`config.mk`:
```
export PLATFORM = sky130hd
export DESIGN_NAME = txn_launcher
export DESIGN_NICKNAME = d
export VERILOG_FILES = /design/src/rtl/txn_launcher.sv
export SDC_FILE = /design/constraint.sdc
export NUM_CORES = 1
export LEC_CHECK = 0
export CAP_MARGIN = 20
export CORE_MARGIN = 2
export CORE_UTILIZATION = 25
export DETAILED_ROUTE_END_ITERATION = 16
export HOLD_SLACK_MARGIN = 0.08
export REMOVE_ABC_BUFFERS = 1
export SLEW_MARGIN = 20
export SYNTH_ARGS = -nofsm -noshare
export SYNTH_HDL_FRONTEND = slang
export SYNTH_SLANG_ARGS = --single-unit
```
`constraint.sdc`:
```
create_clock -name clk -period 3.3 [get_ports clk]
set_clock_uncertainty 0.15 [all_clocks]
set_input_delay 0.99 -clock clk [delete_from_list [all_inputs] [get_ports clk]]
set_output_delay 0.99 -clock clk [all_outputs]
set_load 0.01 [all_outputs]
```
`src/rtl/txn_launcher.sv`:
```
// rtl/txn_launcher.sv - multi-channel debounced trigger queue and start/ready launcher.
// Optional TXN_LAUNCHER_STATS_EN adds done/timeout/drop event counters.
module txn_launcher #(
  parameter  int NUM_CH          = 2,
  parameter  int MODE_W          = 1,
  parameter  int FIFO_DEPTH      = 4,
  parameter  int DEBOUNCE_CYCLES = 16,
  parameter  int TIMEOUT_CYCLES  = 4096,
  localparam int CH_W            = (NUM_CH > 1) ? $clog2(NUM_CH) : 1,
  localparam int CNT_W           = $clog2(FIFO_DEPTH) + 1
) (
  input  logic                     clk,
  input  logic                     rstn,
  input  logic [NUM_CH-1:0]        trig_i,
  input  logic [NUM_CH*MODE_W-1:0] trig_mode_i,
  output logic                     start_o,
  output logic [MODE_W-1:0]        mode_o,
  output logic [CH_W-1:0]          ch_o,
  input  logic                     ready_i,
  output logic                     busy_o,
  output logic                     timeout_o,
  output logic                     drop_o,
`ifdef TXN_LAUNCHER_STATS_EN
  output logic [15:0]              done_cnt_o,
  output logic [15:0]              tmo_cnt_o,
  output logic [15:0]              drop_cnt_o,
`endif
  output logic [CNT_W-1:0]         pending_o
);

  localparam int PTR_W = $clog2(FIFO_DEPTH);
  localparam int DB_W  = $clog2(DEBOUNCE_CYCLES + 1);
  localparam int WD_W  = $clog2(TIMEOUT_CYCLES);
  localparam int ENT_W = CH_W + MODE_W;

  typedef enum logic [1:0] {S_IDLE, S_LAUNCH, S_WAIT, S_GAP} state_t;

  logic [NUM_CH-1:0] sync1_q, sync2_q, deb_q, deb_prev_q, pend_q, pend_d;
  logic [NUM_CH-1:0] rise, drop_vec, grant_vec;
  logic [DB_W-1:0]   db_cnt_q   [NUM_CH];
  logic [MODE_W-1:0] mode_lat_q [NUM_CH];
  logic              drop_q;

  logic [CH_W-1:0]   rr_q, grant_ch, hi_ch, lo_ch;
  logic [MODE_W-1:0] grant_mode, hi_mode, lo_mode;
  logic              grant_vld, hi_vld, lo_vld;

  logic [ENT_W-1:0]  fifo_mem [FIFO_DEPTH];
  logic [PTR_W-1:0]  wr_ptr_q, rd_ptr_q;
  logic [CNT_W-1:0]  count_q;
  logic              fifo_full, fifo_empty, push, pop;

  state_t            state_q, state_d;
  logic [WD_W-1:0]   wd_q, wd_d;
  logic [CH_W-1:0]   ch_q;
  logic [MODE_W-1:0] mode_q;

  // A rise on a channel whose flag is being granted this cycle re-arms the flag instead of dropping.
  always_comb begin
    rise     = deb_q & ~deb_prev_q;
    drop_vec = rise & pend_q & ~grant_vec;
    pend_d   = (pend_q & ~grant_vec) | rise;
  end

  always_ff @(posedge clk or negedge rstn) begin
    if (!rstn) begin
      sync1_q    <= '0;
      sync2_q    <= '0;
      deb_q      <= '0;
      deb_prev_q <= '0;
      pend_q     <= '0;
      drop_q     <= 1'b0;
      for (int c = 0; c < NUM_CH; c++) begin
        db_cnt_q[c]   <= '0;
        mode_lat_q[c] <= '0;
      end
    end else begin
      sync1_q    <= trig_i;
      sync2_q    <= sync1_q;
      deb_prev_q <= deb_q;
      pend_q     <= pend_d;
      drop_q     <= |drop_vec;
      for (int c = 0; c < NUM_CH; c++) begin
        if (sync2_q[c] == deb_q[c]) begin
          db_cnt_q[c] <= '0;
        end else if (db_cnt_q[c] == DB_W'(DEBOUNCE_CYCLES - 1)) begin
          deb_q[c]    <= sync2_q[c];
          db_cnt_q[c] <= '0;
        end else begin
          db_cnt_q[c] <= db_cnt_q[c] + 1'b1;
        end
        if (rise[c] && !drop_vec[c]) mode_lat_q[c] <= trig_mode_i[c*MODE_W +: MODE_W];
      end
    end
  end

  // Round-robin: lowest set flag at or above the pointer, else lowest set flag overall.
  always_comb begin
    hi_vld  = 1'b0;
    lo_vld  = 1'b0;
    hi_ch   = '0;
    lo_ch   = '0;
    hi_mode = '0;
    lo_mode = '0;
    for (int c = NUM_CH - 1; c >= 0; c--) begin
      if (pend_q[c]) begin
        lo_vld  = 1'b1;
        lo_ch   = CH_W'(c);
        lo_mode = mode_lat_q[c];
        if (CH_W'(c) >= rr_q) begin
          hi_vld  = 1'b1;
          hi_ch   = CH_W'(c);
          hi_mode = mode_lat_q[c];
        end
      end
    end
    grant_vld  = lo_vld;
    grant_ch   = hi_vld ? hi_ch : lo_ch;
    grant_mode = hi_vld ? hi_mode : lo_mode;
    fifo_full  = (count_q == CNT_W'(FIFO_DEPTH));
    fifo_empty = (count_q == '0);
    pop        = (state_q == S_IDLE) && !fifo_empty;
    push       = grant_vld && (!fifo_full || pop);
    grant_vec  = '0;
    for (int c = 0; c < NUM_CH; c++) begin
      if (push && grant_ch == CH_W'(c)) grant_vec[c] = 1'b1;
    end
  end

  always_ff @(posedge clk) begin
    if (push) fifo_mem[wr_ptr_q] <= {grant_ch, grant_mode};
  end

  always_ff @(posedge clk or negedge rstn) begin
    if (!rstn) begin
      rr_q     <= '0;
      wr_ptr_q <= '0;
      rd_ptr_q <= '0;
      count_q  <= '0;
      ch_q     <= '0;
      mode_q   <= '0;
    end else begin
      if (push) begin
        wr_ptr_q <= wr_ptr_q + 1'b1;
        rr_q     <= (grant_ch == CH_W'(NUM_CH - 1)) ? '0 : grant_ch + 1'b1;
      end
      if (pop) begin
        rd_ptr_q       <= rd_ptr_q + 1'b1;
        {ch_q, mode_q} <= fifo_mem[rd_ptr_q];
      end
      if (push && !pop)      count_q <= count_q + 1'b1;
      else if (pop && !push) count_q <= count_q - 1'b1;
    end
  end

  always_ff @(posedge clk or negedge rstn) begin
    if (!rstn) begin
      state_q <= S_IDLE;
      wd_q    <= '0;
    end else begin
      state_q <= state_d;
      wd_q    <= wd_d;
    end
  end

  // Ready arriving on the final watchdog cycle wins over the timeout.
  always_comb begin
    state_d   = state_q;
    wd_d      = wd_q;
    start_o   = 1'b0;
    timeout_o = 1'b0;
    case (state_q)
      S_IDLE:   if (!fifo_empty) state_d = S_LAUNCH;
      S_LAUNCH: begin
        start_o = 1'b1;
        wd_d    = '0;
        state_d = S_WAIT;
      end
      S_WAIT: begin
        if (ready_i) begin
          state_d = S_GAP;
        end else if (wd_q == WD_W'(TIMEOUT_CYCLES - 1)) begin
          timeout_o = 1'b1;
          state_d   = S_GAP;
        end else begin
          wd_d = wd_q + 1'b1;
        end
      end
      S_GAP:    state_d = S_IDLE;
      default:  state_d = S_IDLE;
    endcase
  end

  assign busy_o    = (state_q != S_IDLE);
  assign ch_o      = ch_q;
  assign mode_o    = mode_q;
  assign drop_o    = drop_q;
  assign pending_o = count_q;

`ifdef TXN_LAUNCHER_STATS_EN
  logic done_evt;
  assign done_evt = (state_q == S_WAIT) && ready_i;

  always_ff @(posedge clk or negedge rstn) begin
    if (!rstn) begin
      done_cnt_o <= '0;
      tmo_cnt_o  <= '0;
      drop_cnt_o <= '0;
    end else begin
      if (done_evt && done_cnt_o != 16'hFFFF)  done_cnt_o <= done_cnt_o + 1'b1;
      if (timeout_o && tmo_cnt_o != 16'hFFFF)  tmo_cnt_o  <= tmo_cnt_o + 1'b1;
      if (drop_q && drop_cnt_o != 16'hFFFF)    drop_cnt_o <= drop_cnt_o + 1'b1;
    end
  end
`endif

endmodule

```
==> flow_summary.ini, run 1 <==
[run_status]
status = complete, no violations

[synth]
ys_types = 45
async_reset_ff_share_pct = 85.5
yosys.area.top_type = dfrtp_1
synth-seq-cells = 55
syn_avg_cell_area_um2 = 12.2
ys_warn_count = 0
synth_top_cells_by_area = dfrtp_1, edfxtp_1, ha_1
syn-cell-area_um2 = 2520
synth_ff_type = dfrtp_1
yosysTopAreaCellShare_pct = 46.6
synth_edf_count = 8
yosysSeqAreaShare_pct = 56.2
synthCells = 207

[timing]
rsz0062_at_grt = no
hold_viol = 0
period_share_pct = 94.8
max_freq_mhz = 320
post-route-min-period_ns = 3.13
relSlewSlack_pct = 50.0
slew_viol_final = 0
tightest_slew_ns = 0.745
finalSetupViolCount = 0

[detailed_routing]
routedWlPerCell_um = 11.8
drt.antenna.violating_nets = 0
wl_met3_um = 146
drt_iter0_markers = 44
vias = 1583
wl_met1_um = 2060
remaining_drc_errors = 0
highest_layer = met4
routed_via_density = 4.34
drtPass1Iterations = 4
wl_um = 4310
wl_met2_um = 2050

[clocking]
cts_buffers = 5
clkTransAtPathRegs_ns = 0.08
tritoncts = built
clk_latency_ns = 0.31
cts_max_level = 2
cts.path.max_buffers = 2
cts_root_buf = clkbuf_8
cts.sinks = 55

[worst_setup_path]
crit_type = primary input to primary output
path_delay_family = buffers and inverters
critPathMaxFanout = 3
worstPathArrival_ns = 1.99
worst-r2r-cell-count = 8
r2r_end = pending_o[1]
crit_path_end = timeout_o
max_stage_delay_ns = 0.42
required_ns = 2.16
critPathCaptureType = primary output
crit_path_top_delay_cell = clkdlybuf4s50_1
startpoint_type = primary input
timing.rr.start = state_q[0]
crit_buf_inv = 2
crit_chain = clkdlybuf4s50_1 > and2b_1 > nand3_1 > nor2_1 > clkbuf_2
timing.critical_path.depth = 5
rrSetupSlack_ns = 0.51
crit_path_start = ready_i

[grt]
antenna_found_initial = 0
grt_max_degree = 24
grt_pass1_wl_um = 7710
grt.overflow.total = 0
grt_pass1_vias = 1609
grt_use_total_pct = 8.82

[layout]
nets = 251
layout_common_cells = dfrtp_1, nor2_1, nand2_1, clkdlybuf4s50_1
syn_to_final_growth_pct = 16.2
fillers = 1018
final_common_cell = dfrtp_1
utilization_pct = 30.0
diodes = 0
drive_above_1_share_pct = 11.6
final_cells = 365

[hold_path]
hp-class = flop to flop

[floorplan]
fp-row-count = 36
start_util_pct = 25.8
die_w_um = 104
die_area_um2 = 10900
die_h_um = 104
core_area_um2 = 9770
io-pin-count = 16

[pwr]
p_clk_share_pct = 21.0
seq_power_share_pct = 50.6
pwr-share-comb_pct = 28.4
power.internal_w = 0.00117
ir_drop_mv = 0.217
switchingPower_w = 0.000517
leakagePower_nw = 1.27
switching_share_pct = 30.7
power.density_nw_per_um2 = 575

[placed_design]
place_inst = 357
gp_congestion = 0.735
dpl.hpwl_um = 3210
portBuffers = 15

[job]
maxCapViolations = 0
==> routing by layer <==
metal	vias to the layer above	GRT usage (%)
met2	20	14.2
met5	-	0
met3	7	2.44
met1	779	11.2
met4	0	3.47
li1	777	-
==> cell type report <==
type                       count  area [µm²]  share of cell area [%]
clock buffer                   6        72.6                    2.48
clock inverter                 2        7.51                   0.256
inverter                       9        33.8                    1.15
multi-input combinational    140        1060                    36.1
sequential                    55        1420                    48.3
tap                          133         166                    5.68
timing repair buffer          20         178                    6.06
==> state kept, by name (all words and copies together), names as in the netlist, 3 cells and up <==
| signal | cells |
|---|---|
| db_cnt_q | 10 |
| fifo_mem | 8 |
| pending_o | 3 |
| wd_q | 12 |
==> what timing repair did <==
action | in CTS | in global routing
hold buffers | 0 | 0
setup buffers | 0 | 0
setup endpoints to repair | 1 | 1
resized for setup | 1 | 2
==> synth_stat cells, drive strengths merged, types with 2 or more instances <==
cell type,n
dfrtp,47
nor2,15
nand2,13
ha,12
nand3,12
inv,9
xor2,9
edfxtp,8
mux2,8
and2,7
o21ai,6
mux2i,5
nand2b,5
o31ai,5
xnor2,4
and3,3
nor2b,3
nor3b,3
and4,2
clkbuf,2
mux4,2
nand4,2
nor3,2
o211ai,2
o311ai,2
or2,2
==> power by group through the flow <==
stage               clock network, W  logic (W)  registers (W)
finish                      0.000354   0.000478       0.000853
global route                0.000400   0.000540       0.000871
CTS                         0.000374   0.000494       0.000857
detailed placement                 0   0.000493       0.000869
global placement                   0   0.000470       0.000864
floorplan                          0   0.000285       0.000866
==> through the flow <==
stage / worst slack, ns / area, µm² / setup TNS [ns] / hold slack, ns / power (W)
floorplan: 0.583 / 2510 / 0 / 0.181 / 0.00115
global placement: -0.217 / 2860 / -0.217 / 0.188 / 0.00133
detailed placement: -0.242 / 2860 / -0.242 / 0.189 / 0.00136
CTS: 0.0330 / 2940 / 0 / 0.210 / 0.00172
global route: 0.0841 / 2930 / 0 / 0.217 / 0.00181
finish: 0.173 / 2930 / 0 / 0.204 / 0.00168
==> logic make-up (layout without fill, tap and decap cells) <==
logic type / Yosys count / count (layout) / synth area share [%]
buf+inv: 12 / 37 / 1.93
simple gates: 75 / 75 / 16.4
compound gates: 24 / 24 / 6.90
flops: 55 / 55 / 56.2
xor+xnor: 13 / 13 / 4.51
mux: 15 / 15 / 7.34
fa+ha+maj: 13 / 13 / 6.75
==> worst min-delay path by stage <==
| stage | from | endpoint | cells after the start |
|---|---|---|---|
| after floorplan | sync1_q[0] | sync2_q[0] | 0 |
| after global placement | sync1_q[1] | sync2_q[1] | 0 |
| after detailed placement | sync1_q[1] | sync2_q[1] | 0 |
| after CTS | sync1_q[1] | sync2_q[1] | 0 |
| after global routing | sync1_q[1] | sync2_q[1] | 0 |
| final | sync1_q[1] | sync2_q[1] | 0 |
(Power assumes the default switching activity.)
==> run 2: changes to the inputs <==
Settings changed: CELL_PAD_IN_SITES_DETAIL_PLACEMENT set to 1, CELL_PAD_IN_SITES_GLOBAL_PLACEMENT set to 1, PLACE_DENSITY_LB_ADDON set to 0.1.
==> flow_summary.ini, run 2 (same netlist as run 1, synthesis figures left out) <==
[layout]
nets = 251
diodes = 0
syn_to_final_growth_pct = 17.8
largest_register_ffs = 12
layout_common_cells = dfrtp_1, nor2_1, nand2_1, clkdlybuf4s50_1
reg.largest.list = wd_q (12), db_cnt_q (10), fifo_mem (8)
final_common_cell = dfrtp_1
design_area_um2 = 2970
drive_above_1_share_pct = 12.5
largest_register = wd_q
fillers = 1099

[clocking]
cts_buffers = 5
clkTransAtPathRegs_ns = 0.11
cts_max_level = 2
cts.path.max_buffers = 2
cts_setup_buffers = 0
tritoncts = built
hold_buffers = 0
cts.sinks = 55
cts_root_buf = clkbuf_8
clk_latency_ns = 0.31

[placed_design]
placed_cell_area_um2 = 2860
dpl.hpwl_um = 3330
portBuffers = 15
gp_congestion = 0.667

[worst_setup_path]
critPathMaxFanout = 2
worstPathArrival_ns = 2.05
timing.rr.start = state_q[0]
critPathCaptureType = primary output
worst-r2r-cell-count = 8
max_stage_delay_ns = 0.41
crit_chain = clkdlybuf4s50_1 > and2b_1 > nand3_1 > nor2_1 > clkdlybuf4s15_1
crit_type = primary input to primary output
crit_path_top_delay_cell = clkdlybuf4s50_1
rrSetupSlack_ns = 0.53
r2r_end = pending_o[1]
startpoint_type = primary input
required_ns = 2.16

[pwr]
totalPowerFinal_w = 0.00178
ir_drop_mv = 0.182
power.density_nw_per_um2 = 601
leakagePower_nw = 1.28

[floorplan]
die_h_um = 104
io-pin-count = 16
start_util_pct = 25.8
die_area_um2 = 10900
die_w_um = 104
core_area_um2 = 9770
fp-row-count = 36

[run_status]
status = complete, no violations

[timing]
hold_viol = 0
finalSetupViolCount = 0
rsz0062_at_grt = no
post-route-min-period_ns = 3.19
tightest_slew_ns = 0.781
period_share_pct = 96.6
slew_viol_final = 0
max_freq_mhz = 314
relSlewSlack_pct = 47.6

[grt]
grt_pass1_vias = 1625
antenna_found_initial = 0
grt.overflow.total = 0
grt_pass1_wl_um = 8260
grt_max_degree = 48
grt_use_total_pct = 9.58

[detailed_routing]
drt.antenna.violating_nets = 0
routedWlPerCell_um = 12.9
vias = 1609
drt_iter0_markers = 35
drtPass1Iterations = 3
routed_via_density = 4.41
wl_um = 4700
remaining_drc_errors = 0

[hold_path]
holdPathEnd = sync2_q[0]
hold_start = sync1_q[0]
hold_depth = 0
hp-class = flop to flop

[job]
maxCapViolations = 0
run 2: cell type report:
cell class	instances	area (µm²)	share of cell area [%]
sequential	55	1420	47.7
timing repair buffer	20	183	6.15
tap	133	166	5.60
inverter	9	33.8	1.14
clock inverter	2	20.0	0.674
clock buffer	6	93.8	3.16
multi-input combinational	140	1060	35.6
run 2: how the worst max path moves through the flow:
stage | cells past startpoint | from | slack [ns] | endpoint
2_1_floorplan | 3 | ready_i | 0.58 | timeout_o
3_3_place_gp | 5 | ready_i | -0.17 | timeout_o
4_1_cts | 5 | ready_i | 0.06 | timeout_o
5_1_grt | 5 | ready_i | 0.0009 | timeout_o
6_report | 5 | ready_i | 0.11 | timeout_o
3_5_place_dp | 5 | ready_i | -0.21 | timeout_o
run 2: metrics by stage:
| step | hold WS (ns) | worst slack, ns | util (%) | setup TNS, ns | instances |
|---|---|---|---|---|---|
| 3_3_place_gp | 0.183 | -0.167 | 29.2 | -0.167 | 357 |
| 2_1_floorplan | 0.181 | 0.583 | - | 0 | 204 |
| 3_5_place_dp | 0.186 | -0.211 | 29.2 | -0.211 | 357 |
| 6_report | 0.213 | 0.113 | 30.4 | 0 | 365 |
| 4_1_cts | 0.215 | 0.0627 | 30.4 | 0 | 365 |
| 5_1_grt | 0.225 | 0.000937 | 30.4 | 0 | 365 |
run 2: power by group:
part           leakage, nW  internal, W  total (W)  switching [W]
clock network       0.0589     0.000204   0.000452       0.000248
logic                0.552     0.000253   0.000478       0.000224
registers            0.674     0.000769   0.000855      0.0000860
total                 1.28      0.00123    0.00178       0.000558
run 2: what timing repair did:
| action | in CTS | in global routing |
|---|---|---|
| hold endpoints to repair | 0 | 0 |
| endpoints found under the setup margin | 1 | 1 |
| gates resized for setup | 1 | 1 |
| pin swaps | 0 | 0 |
run 2: per-layer routing:
metal	track usage [%]	part of all wire [%]	vias up
li1	-	-	776
met1	12.9	49	812
met2	14.7	47	15
met3	2.69	2.9	6
met4	3.47	1.5	0
met5	0	0	-
run 2: critical path: cells and delay by family:
| kind | cells | cell delay (ns) |
|---|---|---|
| AND/OR/NAND/NOR | 3 | 0.40 |
| buffers and inverters | 2 | 0.65 |
==> run 3: changes to the inputs <==
Settings changed: CORE_UTILIZATION 25 to 30, PLACE_DENSITY set to 0.65, PLACE_DENSITY_LB_ADDON 0.1 to not set.
==> flow_summary.ini, run 3 (same netlist as run 1, synthesis figures left out) <==
[clocking]
cts_setup_buffers = 0
cts.repair.resized = 1
cts_root_buf = clkbuf_8
clkTransAtPathRegs_ns = 0.09
clk_latency_ns = 0.30
cts_buffers = 5
tritoncts = built
cts.sinks = 55
cts.path.max_buffers = 2
cts_max_level = 2
hold_buffers = 0

[detailed_routing]
drt.antenna.violating_nets = 0
wl_um = 4600
routed_via_density = 4.74
routedWlPerCell_um = 13.6
highest_layer = met4
wl_met1_um = 2080
remaining_drc_errors = 0
wl_met2_um = 2360
wl_met3_um = 112
vias = 1597
drtPass1Iterations = 4
drt_iter0_markers = 48

[timing]
tightest_slew_ns = 0.824
hold_viol = 0
period_share_pct = 97.4
finalSetupViolCount = 0
max_freq_mhz = 311
slew_viol_final = 0
post-route-min-period_ns = 3.21
rsz0062_at_grt = no
relSlewSlack_pct = 44.6

[grt]
grt_pass1_wl_um = 8000
grt_pass1_vias = 1697
grt_max_degree = 21
grt.overflow.total = 0
antenna_found_initial = 0
grt_use_total_pct = 11.3

[hold_path]
hp-class = flop to flop
hold_start = sync1_q[1]

[run_status]
status = complete, no violations

[layout]
nets = 251
utilization_pct = 35.5
diodes = 0
fillers = 920
largest_register_ffs = 12
final_common_cell = dfrtp_1
drive_above_1_share_pct = 11.2
reg.largest.list = wd_q (12), db_cnt_q (10), fifo_mem (8)
layout_common_cells = dfrtp_1, nor2_1, nand2_1, clkdlybuf4s50_1
largest_register = wd_q
syn_to_final_growth_pct = 15.0

[worst_setup_path]
path_delay_family = buffers and inverters
timing.rr.start = state_q[0]
critPathCaptureType = primary output
crit_type = primary input to primary output
crit_buf_inv = 2
required_ns = 2.16
worstPathArrival_ns = 2.07
crit_chain = clkdlybuf4s50_1 > and2b_1 > nand3_1 > nor2_1 > clkdlybuf4s15_1
max_stage_delay_ns = 0.43
crit_path_top_delay_cell = clkdlybuf4s50_1
startpoint_type = primary input
critPathMaxFanout = 3
crit_path_start = ready_i

[job]
maxCapViolations = 0

[floorplan]
fp-row-count = 33
start_util_pct = 30.9
io-pin-count = 16
core_area_um2 = 8180
die_h_um = 95.7
die_w_um = 95.7
die_area_um2 = 9160

[placed_design]
gp_congestion = 0.764
dpl.hpwl_um = 3500
portBuffers = 15

[pwr]
totalPowerFinal_w = 0.00168
leakagePower_nw = 1.27
power.density_nw_per_um2 = 579
ir_drop_mv = 0.259
==> run 3: cell count changes in the layout (fill, tap and decap cells not counted), sizes merged <==
cell,previous run,this run
inv,11,9
clkinv,0,2
==> run 3: metrics by stage <==
step	cell area (µm²)	std cells	setup slack (ns)	setup TNS, ns	hold slack (ns)
CTS	2900	337	0.0511	0	0.208
global placement	2820	329	-0.178	-0.178	0.186
floorplan	2510	204	0.583	0	0.181
finish	2900	337	0.0874	0	0.204
detailed placement	2820	329	-0.222	-0.222	0.186
global route	2900	337	0.00311	0	0.219
==> run 3: final timing paths <==
kind	cells past startpoint	end	slack, ns
setup / recovery	5	timeout_o	0.09
hold / removal	0	sync2_q[1]	0.20
setup reg to reg	8	pending_o[1]	0.55
hold reg to reg	0	sync2_q[1]	0.20
max in group asynchronous	2	mode_lat_q[0]	1.90
min in group asynchronous	1	wd_q[8]	0.48
==> run 3: power breakdown <==
group / switching (W) / internal (W)
Sequential: 0.0000827 / 0.000769
Combinational: 0.000221 / 0.000253
Clock: 0.000208 / 0.000146
Total: 0.000512 / 0.00117
==> run 3: layout make-up <==
| cell class | count | area [µm²] | share of cell area [%] |
|---|---|---|---|
| clock buffer | 6 | 72.6 | 2.50 |
| clock inverter | 2 | 7.51 | 0.259 |
| inverter | 9 | 33.8 | 1.16 |
| multi-input combinational | 140 | 1060 | 36.4 |
| sequential | 55 | 1420 | 48.8 |
| tap | 105 | 131 | 4.53 |
| timing repair buffer | 20 | 183 | 6.30 |
==> run 3: routing by layer <==
layer / vias to the layer above / track usage (%)
li1: 773 / -
met1: 804 / 14.3
met2: 15 / 19.5
met3: 5 / 2.66
met4: 0 / 3.33
met5: - / 0
==> run 3: worst reg2reg max path, delay by kind of cell (launching register included) <==
kind	cells	cell delay, ns
DFF	1	0.36
buffers and inverters	2	0.16
muxes	1	0.26
and+or+nand+nor	2	0.76
adders and majority gates	3	0.96
